<file path="config.mk">
export PLATFORM = sky130hd
export DESIGN_NAME = tff_mod_counter
export DESIGN_NICKNAME = d
export VERILOG_FILES = /design/src/rtl/tff_mod_counter_pkg.sv /design/src/rtl/tff_mod_counter_cell.sv /design/src/rtl/tff_mod_counter.sv
export SDC_FILE = /design/constraint.sdc
export NUM_CORES = 1
export LEC_CHECK = 0
export CAP_MARGIN = 20
export CORE_AREA = 2 2 39 41
export CTS_CLUSTER_DIAMETER = 50
export DETAILED_ROUTE_END_ITERATION = 10
export DIE_AREA = 0 0 41 43
export DONT_BUFFER_PORTS = 1
export SYNTH_ARGS = -nofsm -noshare
export SYNTH_HDL_FRONTEND = slang
export SYNTH_SLANG_ARGS = --single-unit
</file>
<file path="constraint.sdc">
create_clock -name clk -period 1.4 [get_ports clk]
set_input_delay 0.28 -clock clk [delete_from_list [all_inputs] [get_ports clk]]
set_output_delay 0.28 -clock clk [all_outputs]
set_load 0.005 [all_outputs]
</file>
<file path="src/rtl/tff_mod_counter_pkg.sv">
// Shared definitions for the toggle-flop modulo counter.
//   dir_e        : count direction encoding (DIR_UP / DIR_DN)
//   is_terminal  : true when the next step in the given direction must wrap
//   clamp_load   : limits a parallel-load value to the legal range 0..modulus-1
package cnt_pkg;

  typedef enum logic {
    DIR_DN = 1'b0,
    DIR_UP = 1'b1
  } dir_e;

  function automatic logic is_terminal(input int unsigned count,
                                       input logic        up,
                                       input int unsigned modulus);
    if (up == DIR_UP) return (count == modulus - 1);
    else              return (count == 0);
  endfunction

  function automatic int unsigned clamp_load(input int unsigned val,
                                             input int unsigned modulus);
    return (val >= modulus) ? (modulus - 1) : val;
  endfunction

endpackage

</file>
<file path="src/rtl/tff_mod_counter_cell.sv">
// Single toggle flip-flop with synchronous active-low reset and parallel load.
//   clk     : clock, rising edge
//   rst     : synchronous reset, active low
//   rst_val : value taken on reset
//   ld      : load strobe (beats toggle)
//   ld_d    : load data
//   t       : toggle request
//   q, qbar : stored bit and its complement
module tff_cell (
  input  logic clk,
  input  logic rst,
  input  logic rst_val,
  input  logic ld,
  input  logic ld_d,
  input  logic t,
  output logic q,
  output logic qbar
);

  logic r_q;

  always_ff @(posedge clk) begin
    if (!rst)     r_q <= rst_val;
    else if (ld)  r_q <= ld_d;
    else if (t)   r_q <= ~r_q;
  end

  assign q    = r_q;
  assign qbar = ~r_q;

endmodule

</file>
<file path="src/rtl/tff_mod_counter.sv">
// Modulo up/down counter built from a bank of toggle-flop cells.
//   clk      : clock, rising edge
//   rst      : synchronous reset, active low
//   en       : advance one step this edge
//   up       : 1 = increment, 0 = decrement
//   load     : parallel load strobe (beats en)
//   load_val : value to load; out-of-range values clamp to MODULUS-1
//   count    : current count (cell flop outputs)
//   tc       : terminal count, combinational, intended as the next stage's en
//   wrap     : one-cycle pulse the cycle after a wrap edge
//   load_err : one-cycle pulse the cycle after an out-of-range load
module tff_mod_counter
  import cnt_pkg::*;
#(
  parameter int unsigned WIDTH     = 4,
  parameter int unsigned MODULUS   = 10,
  parameter int unsigned RESET_VAL = 0
) (
  input  logic             clk,
  input  logic             rst,
  input  logic             en,
  input  logic             up,
  input  logic             load,
  input  logic [WIDTH-1:0] load_val,
  output logic [WIDTH-1:0] count,
  output logic             tc,
  output logic             wrap,
  output logic             load_err
);

  localparam logic [WIDTH-1:0] MAX_VAL = WIDTH'(MODULUS - 1);
  localparam logic [WIDTH-1:0] RST_VEC = WIDTH'(RESET_VAL);

  if (WIDTH < 1 || WIDTH > 16 || MODULUS < 2 ||
      MODULUS > (32'd1 << WIDTH) || RESET_VAL >= MODULUS) begin : g_bad_params
    $error("tff_mod_counter: illegal WIDTH/MODULUS/RESET_VAL combination");
  end

  logic [WIDTH-1:0] w_q;
  logic [WIDTH-1:0] w_qbar;
  logic [WIDTH-1:0] w_t;
  logic [WIDTH-1:0] w_ld_d;
  logic [WIDTH-1:0] w_wrap_target;
  logic             w_term;
  logic             w_load_oor;
  logic             r_wrap;
  logic             r_load_err;

  assign w_term        = is_terminal(32'(w_q), up, MODULUS);
  assign w_wrap_target = (up == DIR_UP) ? '0 : MAX_VAL;
  assign w_load_oor    = (32'(load_val) >= MODULUS);
  assign w_ld_d        = WIDTH'(clamp_load(32'(load_val), MODULUS));

  // Non-terminal steps use the classic ripple-AND toggle chain (over q for up,
  // over qbar for down); a terminal step toggles exactly the bits that differ
  // from the wrap target, which also covers MODULUS == 2^WIDTH.
  always_comb begin
    logic up_run;
    logic dn_run;
    w_t    = '0;
    up_run = 1'b1;
    dn_run = 1'b1;
    if (w_term) begin
      w_t = w_q ^ w_wrap_target;
    end else begin
      for (int unsigned i = 0; i < WIDTH; i++) begin
        w_t[i] = (up == DIR_UP) ? up_run : dn_run;
        up_run = up_run & w_q[i];
        dn_run = dn_run & w_qbar[i];
      end
    end
    if (!en) w_t = '0;
  end

  for (genvar g = 0; g < WIDTH; g++) begin : g_cell
    tff_cell u_cell (
      .clk     (clk),
      .rst     (rst),
      .rst_val (RST_VEC[g]),
      .ld      (load),
      .ld_d    (w_ld_d[g]),
      .t       (w_t[g]),
      .q       (w_q[g]),
      .qbar    (w_qbar[g])
    );
  end

  always_ff @(posedge clk) begin
    if (!rst) begin
      r_wrap     <= 1'b0;
      r_load_err <= 1'b0;
    end else if (load) begin
      r_wrap     <= 1'b0;
      r_load_err <= w_load_oor;
    end else begin
      r_wrap     <= en & w_term;
      r_load_err <= 1'b0;
    end
  end

  assign count    = w_q;
  assign tc       = en & w_term;
  assign wrap     = r_wrap;
  assign load_err = r_load_err;

endmodule

</file>
==> reports/qor.txt <==
Initial antenna violation count: 0
Status: finished clean
Clock sink count: 6
Vias in the first global route: 347
Final Max Slew Viols: 0
Unique masters post-synth: 26
Combinational share of power: 19.0%
Later-pin clock latency in the skew report: 0.25 ns
Avg WL per Cell: 13.5 um
Iter 0 DRT Violations: 9
Clk_skew: 0.00129 ns
Post-route insts no fill: 67
RePlAce Congestion: 0.686
CP Launch Type: flip-flop
CP Data Required Time: 1.12 ns
Root Buffer: clkbuf_4
Met3 wire length: 56 um
CP endpoint kind: output pin
Switch share: 27.5%
Num rows: 14
DRC Markers: 0
Clock network fraction of design power: 37.9%
CTS buffer count: 3
Tcrit/Tclk final: 99.9%
Total grt overflow: 0
Slew HR: 81.2%
Worst Hold Class: primary input to flip-flop
Leading area contributor after synthesis: dfxtp_1
Antenna viol nets, final: 0
Placed cell count: 64
Total power: 0.447 mW
Period minus WS final: 1.40 ns
Prevailing post-synth register cell: dfxtp_1
Synth warn: 0
Fmax: 0.715 GHz
Fraction of layout cells with a size suffix above 1: 21.6%
Mean Syn Cell Area: 7.96 sq um
Core Region: 1380 sq um
Post-DP Area: 399 sq um
Cells after Synth: 50
Data arrival, critical path: 1.12 ns
Largest net degree at the start of global routing: 10
Sequential power share: 43.1%
Total wire length: 907 um
Routed metal-1 wirelength: 359 um
Antenna diode count: 0
Synth top area share: 30.2%
Top Ports: 16
Synth cell count leaders: dfxtp_1 (6), nand2_1 (6), buf_4 (4), nor2_1 (4)
Highest layer used for signal routing: met4
Crit path max fanout: 3
Nets: 62
Pre-antenna DRT Iters: 4
Worst slack at placement: 0.112 ns
Layout area overhead: 7.23%
Die Footprint: 1760 sq um
Final Hold Fails: 0
Final Core Density: 30.8%
Hpwl dp: 696 um
Clk slew on worst S/H paths: 0.05 ns
Die Y: 43 um
Cell Int Power: 0.324 mW
Net Sw Power: 0.123 mW
Async SR Flop Fraction: 0%
Setup TNS: 0 ns
LEAKAGE: 0.172 nW
Fin Hold WS: 0.105 ns
H-tree levels: 1
Slew @ Worst Pin: 0.278 ns
VDD IR-drop max: 0.231 mV
Synthesized flop and latch total: 6
Pwr per Cell Area: 1050 nW/um^2
Vias: 360
Post-route cell area: 427 sq um
Met2 routed WL: 473 um
CTS tree: done
Sequential area share after synthesis: 30.2%
Endpoints failing setup: 0
Port Buffers: 0
Final WS setup: 0.00107 ns
Vias per cell: 5.37
Most area-consuming cells after synthesis: dfxtp_1 (30%), buf_4 (7.5%), buf_6 (5.7%)
Post-synthesis instance area: 398 sq um
Tot GR Track Use: 12.1%
Number of synthesized flops with an enable pin: 0
Syn Nets: 59
Max cap viols: 0
Die X: 41 um
Unrepaired setup endpoints after global routing: yes
Starting Density: 28.8%
Clk buf depth: 2
First-pass GRT wire length: 1.39 mm
Crit path kind: flip-flop to output pin
-- layer usage --
layer / vias to the layer above / global-route usage (%)
met5: - / 0
met4: 0 / 10.0
met3: 4 / 2.62
met2: 13 / 17.5
met1: 168 / 14.2
li1: 175 / -
-- timing repair --
item | 4_1_cts | 5_1_grt
setup endpoints to repair | 1 | 1
buffers inserted | 0 | 0
gates resized for setup | 2 | 0
hold buffers | 0 | 0
pin swaps | 2 | 0
-- final timing paths --
path	slack, ns	cells after the start	from	endpoint
worst min register to register	0.66	4	g_cell[2].u_cell.q$_SDFFE_PN0P_	g_cell[3].u_cell.q$_SDFFE_PN0P_
worst max register to register	0.10	4	g_cell[1].u_cell.q$_SDFFE_PN0P_	g_cell[3].u_cell.q$_SDFFE_PN0P_
worst min-delay path	0.10	1	load	wrap$_SDFF_PP0_
worst max-delay path	0.001	2	g_cell[3].u_cell.q$_SDFFE_PN0P_	tc
-- worst max-delay path: stages, from the launching register on --
cell and delay [ns]:
dfxtp_1 0.30, or3_1 0.35, a21oi_2 0.21
-- cells by family (layout without fill, tap and decap cells) --
| family | Yosys count | after routing | share of synthesized area (%) |
|---|---|---|---|
| flip-flops | 6 | 6 | 30.2 |
| AO/OA/AOI/OAI | 9 | 9 | 15.4 |
| XOR/XNOR | 3 | 3 | 6.60 |
| AND/OR/NAND/NOR | 23 | 23 | 31.8 |
| buffers and inverters | 9 | 10 | 16.0 |
-- registers in the layout, indices dropped and copies added (netlist names) --
signal	cells
g_cell.u_cell.q	4
load_err	1
wrap	1
-- layout by cell type (no fill, tap or decap) --
cell      netlist  layout
or4_1           1       1
a311oi_1        2       2
o41ai_1         1       1
dfxtp_2         0       1
a31oi_1         2       2
nand4_1         1       1
clkbuf_4        0       3
xor2_1          2       2
o21ai_0         2       2
and2b_1         1       1
a21oi_2         0       1
dfxtp_1         6       5
nor3_1          1       1
nand2_1         6       6
o211ai_1        1       1
nor3b_1         1       1
nor4b_1         1       1
or3_1           1       1
nor2_1          4       4
xnor2_1         1       1
and3_2          1       1
or2b_1          1       1
inv_1           2       2
nand3b_1        2       2
nand3_1         2       2
buf_4           4       5
-- cell type report --
| class | count | area (sq um) |
|---|---|---|
| multi-input cells | 35 | 218 |
| well taps | 16 | 20.0 |
| fillers | 148 | 957 |
| repair buffers | 5 | 37.5 |
| flip-flops and latches | 6 | 121 |
| clock buffers | 3 | 22.5 |
| inverters | 2 | 7.51 |
-- power groups by stage --
stage	clock, mW	sequential [mW]	combinational, mW
3_5_place_dp	0	0.195	0.0834
3_3_place_gp	0	0.196	0.0826
4_1_cts	0.176	0.192	0.0857
2_1_floorplan	0	0.195	0.0789
6_report	0.169	0.193	0.0851
5_1_grt	0.182	0.194	0.0944
Note: power is estimated with default switching activity, not from simulation.
